## src/rtl/dec_byte_entry.sv

```systemverilog
// dec_byte_entry: button-driven 3-digit decimal byte entry with UART TX hand-off.
// Each raw button is synchronised and debounced.
// The debounced rising edges edit the hundreds/tens/ones digits and move the cursor.
// A send press hands the binary value to the UART transmitter through a small start/busy FSM.
// Optional feature macro: DEC_ENTRY_AUTO_REPEAT_EN (auto-repeat for held inc/dec buttons).
module dec_byte_entry #(
  parameter int DEBOUNCE_CYCLES = 50000,
  parameter int REPEAT_CYCLES   = 5000000
) (
  input  logic       clk,
  input  logic       rst,
  input  logic       btn_inc,
  input  logic       btn_dec,
  input  logic       btn_next,
  input  logic       btn_send,
  input  logic       tx_busy,
  output logic [7:0] tx_data,
  output logic       tx_start,
  output logic [3:0] hundreds,
  output logic [3:0] tens,
  output logic [3:0] ones,
  output logic [1:0] cursor,
  output logic       value_ok
);

  if (DEBOUNCE_CYCLES < 1 || REPEAT_CYCLES < 1) begin : g_bad_params
    $error("dec_byte_entry: DEBOUNCE_CYCLES and REPEAT_CYCLES must be at least 1");
  end

  localparam int DW = $clog2(DEBOUNCE_CYCLES + 1);
  localparam logic [DW-1:0] DB_LAST = DW'(DEBOUNCE_CYCLES - 1);

  // Button index map: 0=inc, 1=dec, 2=next, 3=send
  typedef enum logic [1:0] {
    ST_IDLE      = 2'd0,
    ST_START     = 2'd1,
    ST_WAIT_BUSY = 2'd2,
    ST_WAIT_DONE = 2'd3
  } tx_state_t;

  logic [3:0]    btn_raw;
  logic [3:0]    sync0_q, sync0_d, sync1_q, sync1_d;
  logic [3:0]    lvl_q, lvl_d, evt_q, evt_d;
  logic [DW-1:0] cnt_q [4];
  logic [DW-1:0] cnt_d [4];

  logic [3:0] ones_q, ones_d, tens_q, tens_d, hundreds_q, hundreds_d;
  logic [1:0] cursor_q, cursor_d;
  logic [7:0] tx_data_q, tx_data_d;
  tx_state_t  state_q, state_d;

  logic       rep_inc_ev, rep_dec_ev;
  logic       inc_any, dec_any;
  logic       send_ev, next_ev, inc_ev, dec_ev;
  logic [8:0] value_sum;
  logic [7:0] tx_byte;

  function automatic logic [3:0] wrap_up(input logic [3:0] d, input logic [3:0] top);
    return (d >= top) ? 4'd0 : d + 4'd1;
  endfunction

  function automatic logic [3:0] wrap_down(input logic [3:0] d, input logic [3:0] top);
    return (d == 4'd0 || d > top) ? top : d - 4'd1;
  endfunction

  assign btn_raw = {btn_send, btn_next, btn_dec, btn_inc};

  // Two-stage synchroniser then per-button debounce; a press event is emitted on the cycle the level rises
  always_comb begin
    sync0_d = btn_raw;
    sync1_d = sync0_q;
    lvl_d   = lvl_q;
    evt_d   = 4'b0000;
    for (int i = 0; i < 4; i++) begin
      cnt_d[i] = '0;
      if (sync1_q[i] != lvl_q[i]) begin
        if (cnt_q[i] == DB_LAST) begin
          lvl_d[i] = sync1_q[i];
          evt_d[i] = sync1_q[i];
        end else begin
          cnt_d[i] = cnt_q[i] + DW'(1);
        end
      end
    end
  end

  // Input-path registers
  always_ff @(posedge clk or posedge rst) begin
    if (rst) begin
      sync0_q <= '0;
      sync1_q <= '0;
      lvl_q   <= '0;
      evt_q   <= '0;
      for (int i = 0; i < 4; i++) cnt_q[i] <= '0;
    end else begin
      sync0_q <= sync0_d;
      sync1_q <= sync1_d;
      lvl_q   <= lvl_d;
      evt_q   <= evt_d;
      for (int i = 0; i < 4; i++) cnt_q[i] <= cnt_d[i];
    end
  end

`ifdef DEC_ENTRY_AUTO_REPEAT_EN
  localparam int RW = $clog2(REPEAT_CYCLES + 1);
  localparam logic [RW-1:0] RP_LAST = RW'(REPEAT_CYCLES - 1);

  logic [RW-1:0] rep_cnt_q, rep_cnt_d;
  logic          rep_inc_q, rep_inc_d, rep_dec_q, rep_dec_d;
  logic          hold_inc, hold_dec;

  assign hold_inc = lvl_q[0] & ~lvl_q[1];
  assign hold_dec = lvl_q[1] & ~lvl_q[0];

  // Count hold time while exactly one of inc/dec is held; fire a repeat every REPEAT_CYCLES
  always_comb begin
    rep_cnt_d = '0;
    rep_inc_d = 1'b0;
    rep_dec_d = 1'b0;
    if (hold_inc || hold_dec) begin
      if (rep_cnt_q == RP_LAST) begin
        rep_inc_d = hold_inc;
        rep_dec_d = hold_dec;
      end else begin
        rep_cnt_d = rep_cnt_q + RW'(1);
      end
    end
  end

  // Auto-repeat registers
  always_ff @(posedge clk or posedge rst) begin
    if (rst) begin
      rep_cnt_q <= '0;
      rep_inc_q <= 1'b0;
      rep_dec_q <= 1'b0;
    end else begin
      rep_cnt_q <= rep_cnt_d;
      rep_inc_q <= rep_inc_d;
      rep_dec_q <= rep_dec_d;
    end
  end

  assign rep_inc_ev = rep_inc_q;
  assign rep_dec_ev = rep_dec_q;
`else
  assign rep_inc_ev = 1'b0;
  assign rep_dec_ev = 1'b0;
`endif

  // Same-cycle arbitration: send beats next beats inc/dec; inc with dec cancels both
  always_comb begin
    inc_any = evt_q[0] | rep_inc_ev;
    dec_any = evt_q[1] | rep_dec_ev;
    send_ev = evt_q[3];
    next_ev = evt_q[2] & ~send_ev;
    inc_ev  = inc_any & ~dec_any & ~send_ev & ~evt_q[2];
    dec_ev  = dec_any & ~inc_any & ~send_ev & ~evt_q[2];
  end

  // Digit and cursor editing; digits wrap independently with no carry or borrow
  always_comb begin
    ones_d     = ones_q;
    tens_d     = tens_q;
    hundreds_d = hundreds_q;
    cursor_d   = cursor_q;
    if (next_ev) begin
      cursor_d = (cursor_q >= 2'd2) ? 2'd0 : cursor_q + 2'd1;
    end else if (inc_ev || dec_ev) begin
      case (cursor_q)
        2'd0:    ones_d     = inc_ev ? wrap_up(ones_q, 4'd9)     : wrap_down(ones_q, 4'd9);
        2'd1:    tens_d     = inc_ev ? wrap_up(tens_q, 4'd9)     : wrap_down(tens_q, 4'd9);
        2'd2:    hundreds_d = inc_ev ? wrap_up(hundreds_q, 4'd2) : wrap_down(hundreds_q, 4'd2);
        default: ;
      endcase
    end
  end

  // Binary value of the entered digits; only values up to 255 are transmittable
  always_comb begin
    value_sum = {5'd0, hundreds_q} * 9'd100 + {5'd0, tens_q} * 9'd10 + {5'd0, ones_q};
    value_ok  = (value_sum <= 9'd255);
    tx_byte   = value_ok ? value_sum[7:0] : 8'h00;
  end

  // TX handshake FSM: latch byte on accepted send, pulse start, then follow tx_busy high then low
  always_comb begin
    state_d   = state_q;
    tx_data_d = tx_data_q;
    case (state_q)
      ST_IDLE: begin
        if (send_ev && value_ok && !tx_busy) begin
          tx_data_d = tx_byte;
          state_d   = ST_START;
        end
      end
      ST_START:     state_d = ST_WAIT_BUSY;
      ST_WAIT_BUSY: if (tx_busy)  state_d = ST_WAIT_DONE;
      ST_WAIT_DONE: if (!tx_busy) state_d = ST_IDLE;
      default:      state_d = ST_IDLE;
    endcase
  end

  // Editing and TX state registers
  always_ff @(posedge clk or posedge rst) begin
    if (rst) begin
      ones_q     <= 4'd0;
      tens_q     <= 4'd0;
      hundreds_q <= 4'd0;
      cursor_q   <= 2'd0;
      tx_data_q  <= 8'h00;
      state_q    <= ST_IDLE;
    end else begin
      ones_q     <= ones_d;
      tens_q     <= tens_d;
      hundreds_q <= hundreds_d;
      cursor_q   <= cursor_d;
      tx_data_q  <= tx_data_d;
      state_q    <= state_d;
    end
  end

  assign tx_start = (state_q == ST_START);
  assign tx_data  = tx_data_q;
  assign hundreds = hundreds_q;
  assign tens     = tens_q;
  assign ones     = ones_q;
  assign cursor   = cursor_q;

endmodule

```

## config.mk

```make
export PLATFORM = sky130hd
export DESIGN_NAME = dec_byte_entry
export DESIGN_NICKNAME = d
export VERILOG_FILES = /design/src/rtl/dec_byte_entry.sv
export SDC_FILE = /design/constraint.sdc
export NUM_CORES = 1
export LEC_CHECK = 0
export ABC_AREA = 0
export ABC_CLOCK_PERIOD_IN_PS = 7920
export CORE_MARGIN = 2
export CORE_UTILIZATION = 45
export DETAILED_ROUTE_END_ITERATION = 10
export GPL_TIMING_DRIVEN = 0
export PLACE_DENSITY = 0.73
export SKIP_CTS_REPAIR_TIMING = 1
export SYNTH_ARGS = -nofsm -noshare
export SYNTH_HDL_FRONTEND = slang
export SYNTH_SLANG_ARGS = --single-unit
```

## constraint.sdc

```tcl
create_clock -name clk -period 7.92 [get_ports clk]
set_input_delay 1.98 -clock clk [delete_from_list [all_inputs] [get_ports clk]]
set_output_delay 1.98 -clock clk [all_outputs]
set_load 0.01 [all_outputs]
```

# Word level (Yosys, flattened, before mapping)
# Cells that the tools add are included.
op_classes:
  bitwise_logic: 12
  n_reduce_logical: 21
  order_cmp: 8
  eq_ne: 16
  mul: 2
  addsub: 13
  mux: 31
ops:
  columns: ["op", "n"]
  rows:
  - ["2-to-1 mux 16 bit", 8]
  - ["adder 16 x 1 -> 16 bit (second input constant)", 4]
  - ["== test 16 bit (second input constant)", 4]
  - ["2-to-1 mux 4 bit", 9]
  - ["adder 4 x 1 -> 4 bit (second input constant)", 3]
  - ["zero test 4 bit", 3]
  - ["AND reduction 3 bit", 4]
  - ["subtractor 4 x 1 -> 4 bit (second input constant)", 3]
  - ["AND reduction 2 bit", 5]
  - ["adder 9 x 4 -> 9 bit", 1]
  - ["adder 9 x 8 -> 9 bit", 1]
  - ["less-or-equal comparator 9 x 8 -> 1 bit (second input constant)", 1]
  - [">= comparator 4 bit (second input constant)", 2]
  - ["greater-than comparator 4 bit (second input constant)", 2]
  - ["2-to-1 mux 1 bit", 8]
  - ["2-to-1 mux 2 bit", 4]
  - ["2-to-1 mux 8 bit", 1]
  - ["case mux 2 bit (4 select lines)", 1]
  - ["AND 1 bit", 7]
  - ["multiplier 4 x 3 -> 7 bit (second input constant)", 1]
  - ["multiplier 4 x 5 -> 7 bit (second input constant)", 1]
  - ["== test 2 bit (second input constant)", 3]
  - ["inequality test 2 bit (second input constant)", 3]
  - ["inverter 1 bit", 5]
  - ["other kinds (10)", 19]
totals:
  elab_cells: 120
  output_inout_bits: 24
  ff_bits: 104

# Logic depth before layout (Yosys ltp)
logic_depth:
  word_depth: 8
  ltp_mapped: 11
  depth_no_buf: 11

# Worst setup path after synthesis
# Ideal clock, no wire load.
synth_path:
  kind: "reg2out"
  from: "register tens_q[1], in the netlist tens[1]"
  to: "output port value_ok"
  stages_incl_launch_ff: 11
  n_path_buf: 0
  arrival_ps: 2864
  slack_ps: 3076
  path_cell_list: "dfrtp_1 > ha_1 > ha_1 > fa_1 > xor2_1 > ha_1 > ha_1 > a21o_1 > a21oi_1 > a21oi_2 > nor2_1"
synth_via:
  elab_chain_len: 4
synth_lines:
  columns: ["item", "line_no", "text"]
  rows:
  - ["from (decl)", "47", "logic [3:0] ones_q, ones_d, tens_q, tens_d, hundreds_q, hundreds_d;"]
  - ["from (signal assigned)", "214", "tens_q <= tens_d;"]
  - ["multiplier 4 x 3 -> 7 bit", "180", "value_sum = {5'd0, hundreds_q} * 9'd100 + {5'd0, tens_q} * 9'd10 + {5'd0, ones_q};"]
  - ["adder 9 x 8 -> 9 bit", "180", null]
  - ["adder 9 x 4 -> 9 bit", "180", null]
  - ["less-or-equal comparator 9 x 8 -> 1 bit", "181", "value_ok = (value_sum <= 9'd255);"]
  - ["to (decl)", "23", "output logic value_ok"]
# Every way passes these cells.

# Worst setup path in the final report
layout_path:
  from: "register hundreds_q[0], in the netlist hundreds[0]"
  to: "output port value_ok"
layout_via:
  elab_chain_len: 4
layout_lines:
  columns: ["item", "line_no", "text"]
  rows:
  - ["from (decl)", "47", null]
  - ["from (signal assigned)", "215", "hundreds_q <= hundreds_d;"]
  - ["multiplier 4 x 5 -> 7 bit", "180", null]
  - ["adder 9 x 8 -> 9 bit", "180", null]
  - ["adder 9 x 4 -> 9 bit", "180", null]
  - ["less-or-equal comparator 9 x 8 -> 1 bit", "181", null]
# Every way passes these cells.

==> run_results.csv <==
group,metric,value,unit
run_status,status,"finished, final reports clean",
timing,tightest_slew,0.599,ns
synthesis,synth_area_leaders,"dfrtp_1, ha_1, xor2_1, nor2_1, xnor2_1",
routing,antenna_left,0,
cells_and_area,final_cell_mix,"dfrtp_1, nor2_1, xor2_1, nand2_1, ha_1",
routing,drc_errors,0,
power_and_ir_drop,power_frac_comb,8.9,%
run,max-cap-violations,0,
global_routing,global_route.overflow_total,0,
synthesis,yosys_warnings,0,
cells_and_area,area_delta_synth_final,14.5,%
synthesis,synth.distinct_cells,59,
worst_setup_path,crit_required,5.94,ns
min_path,hold_depth,0,
floorplan,die_w,117,microns
synthesis,yosysTopAreaCell,"dfrtp_1",
synthesis,yosysSeqAreaShare,45.3,%
worst_setup_path,reg2regPathDepth,10,
power_and_ir_drop,p_int,0.829,mW
power_and_ir_drop,p_seq_share,50.9,%
worst_setup_path,crit_fanout,10,
synthesis,syn_avg_cell_area,10.2,sq um
routing,wl,10.5,mm
timing,fin_tns_setup,0,ns
floorplan,io_pins,31,
routing,firstDrtPassIters,4,
floorplan,die-area,13700,sq um
timing,max_freq,168,MHz
synthesis,synth_seq_cells,104,
synthesis,synth_edf_count,0,
floorplan,die_h,117,microns
synthesis,synth.top_cell.area_share,45.3,%
worst_setup_path,r2r_slack,4.21,ns
global_routing,grt_first_pass_wirelength,18.0,mm
timing,layout_min_cycle_time,5.96,ns
timing,grt_setup_unrepaired,"false",
synthesis,synthFlopType,"dfrtp_1",
power_and_ir_drop,p_sw,0.264,mW
floorplan,core,12500,sq um
global_routing,grt_pass1_vias,4101,
min_path,hold_path.class,"reg -> reg",
cts,htreeDepth,3,
timing,maxSlewViolCount,0,
floorplan,row_count,41,
synthesis,syn-num-nets,616,
cells_and_area,final_common_cell,"dfrtp_1",
routing,vias_per_cell,5.27,
placed_design,hpwlAfterDp,7.67,mm
power_and_ir_drop,pwr-share-clk,40.2,%
routing,wl_per_cell,13.4,microns
cts,cts_buffers,9,
power_and_ir_drop,leakage,3.00,nW
placed_design,port_buffers,30,
power_and_ir_drop,p_per_area,166,nW/um^2
worst_setup_path,rr_startpoint,"hundreds[0]",
timing,slew_headroom,59.7,%
cts,clockRootBuffer,"clkbuf_16",
worst_setup_path,crit_arrival,3.98,ns
worst_setup_path,startpoint,"hundreds[0]",
cts,cts_buffer_depth,2,
timing,fin_crit_sh,75.2,%
worst_setup_path,reg2reg_to,"tx_data[4]",
worst_setup_path,cp-end-kind,"output pin",
cells_and_area,final_nets,658,
worst_setup_path,crit_type,"reg -> out",
cells_and_area,diodes,0,
synthesis,syn_area,5750,sq um
global_routing,grt_max_degree,66,
worst_setup_path,crit_path_start_kind,"flip-flop",
min_path,min_delay_worst_endpoint,"sync1_q[0]",
cts,clk_latency,0.35,ns
global_routing,antenna_found_initial,0,
power_and_ir_drop,swShare,24.1,%
cts,clk_pin_slew,0.07,ns
min_path,min-delay-start,"sync0_q[0]",
synthesis,synthArstFlopShare,100,%
floorplan,start_util,45.9,%
cts,cts_sinks,104,
timing,finalHoldViolations,0,
power_and_ir_drop,power,1.09,mW
routing,vias,4126,
power_and_ir_drop,peakVddDrop,0.153,mV
timing,skew,0.00629,ns
cells_and_area,drive_above_1_share,7.20,%
synthesis,synth_cells,565,
placed_design,place_congestion,0.837,
global_routing,grt.total_usage,16.7,%
cts,cts_tree,"yes",
routing,drt-initial-drc-count,170,
timing,setup_viol,0,
[worst max-delay path by stage]
stage / endpoint / slack (ns) / cells past startpoint
finish: value_ok / 1.96 / 10
global route: value_ok / 1.78 / 11
CTS: value_ok / 1.98 / 10
detailed placement: value_ok / 2.39 / 10
global placement: ones[1] / 1.74 / 2
floorplan: value_ok / 3.08 / 10
[metrics by stage]
| step | hold WS, ns | cell area (sq um) | cells | setup slack, ns | util (%) |
|---|---|---|---|---|---|
| 6_report | 0.350 | 6580 | 783 | 1.96 | 52.6 |
| 4_1_cts | 0.350 | 6580 | 783 | 1.98 | 52.6 |
| 5_1_grt | 0.365 | 6580 | 783 | 1.78 | 52.6 |
| 3_5_place_dp | 0.335 | 6290 | 768 | 2.39 | 50.3 |
| 3_3_place_gp | 0.335 | 6260 | 767 | 1.74 | 50.0 |
| 2_1_floorplan | 0.331 | 5750 | 565 | 3.08 | - |
[cell usage after synthesis, drive strengths merged (2+ instances only)]
master,instances
a21oi,16
a22oi,2
a31oi,3
a32o,2
and2,3
and3,17
and4,3
buf,2
clkbuf,8
dfrtp,104
fa,5
ha,39
inv,24
mux2,12
mux2i,3
nand2,42
nand2b,4
nand3,23
nand4,18
nand4bb,3
nor2,84
nor2b,3
nor3,18
nor3b,6
nor4,5
nor4b,4
o211ai,2
o21a,3
o21ai,15
o21bai,2
o31ai,2
or3,2
or4,2
xnor2,29
xor2,42
[sequential cells by signal, indices dropped and copies added, names as in the netlist]
signal    count
evt_q         4
hundreds      4
ones          4
state_q       2
lvl_q         4
cursor        2
cnt_q        64
tens          4
sync0_q       4
sync1_q       4
tx_data       8
[final cells by class]
cell class              count  area, sq um
clock buffers              11          233
repair buffers             31          328
inverters                  24         92.6
fillers                  1132         5940
plain buffers              10         50.0
multi-input cells         427         3000
flip-flops and latches    104         2600
clock inverters             4         56.3
well taps                 172          215
[layer usage]
metal  vias to the layer above  wire (microns)  GRT usage, %
li1                       2038               -             -
met1                      2013            4620          18.9
met2                        64            5350          30.5
met3                        11             398          4.38
met4                         0             132          5.65
met5                         -               0             0
[power groups by stage]
stage / combinational (mW) / sequential, mW / clock (mW)
2_1_floorplan: 0.0687 / 0.563 / 0
3_5_place_dp: 0.0984 / 0.566 / 0
4_1_cts: 0.0987 / 0.556 / 0.455
6_report: 0.0975 / 0.557 / 0.439
5_1_grt: 0.109 / 0.558 / 0.475
3_3_place_gp: 0.0871 / 0.565 / 0
[logic make-up after synthesis]
group	synth area share (%)
muxes	2.94
xor gates and xnor gates	10.8
AOI/OAI and AO/OA	6.40
DFF	45.3
buffers and inverters	2.44
and+or+nand+nor	21.9
adders and majority gates	10.2
[critical path, stage by stage (launching register included)]
cell             delay [ns]
dfrtp_1                0.61
inv_1                  0.13
ha_1                   0.36
ha_1                   0.22
fa_1                   0.44
ha_1                   0.31
ha_1                   0.34
o2111ai_1              0.17
and3_4                 0.24
nor2_1                 0.21
clkdlybuf4s50_1        0.58
Power figures use the tool's default switching activity.
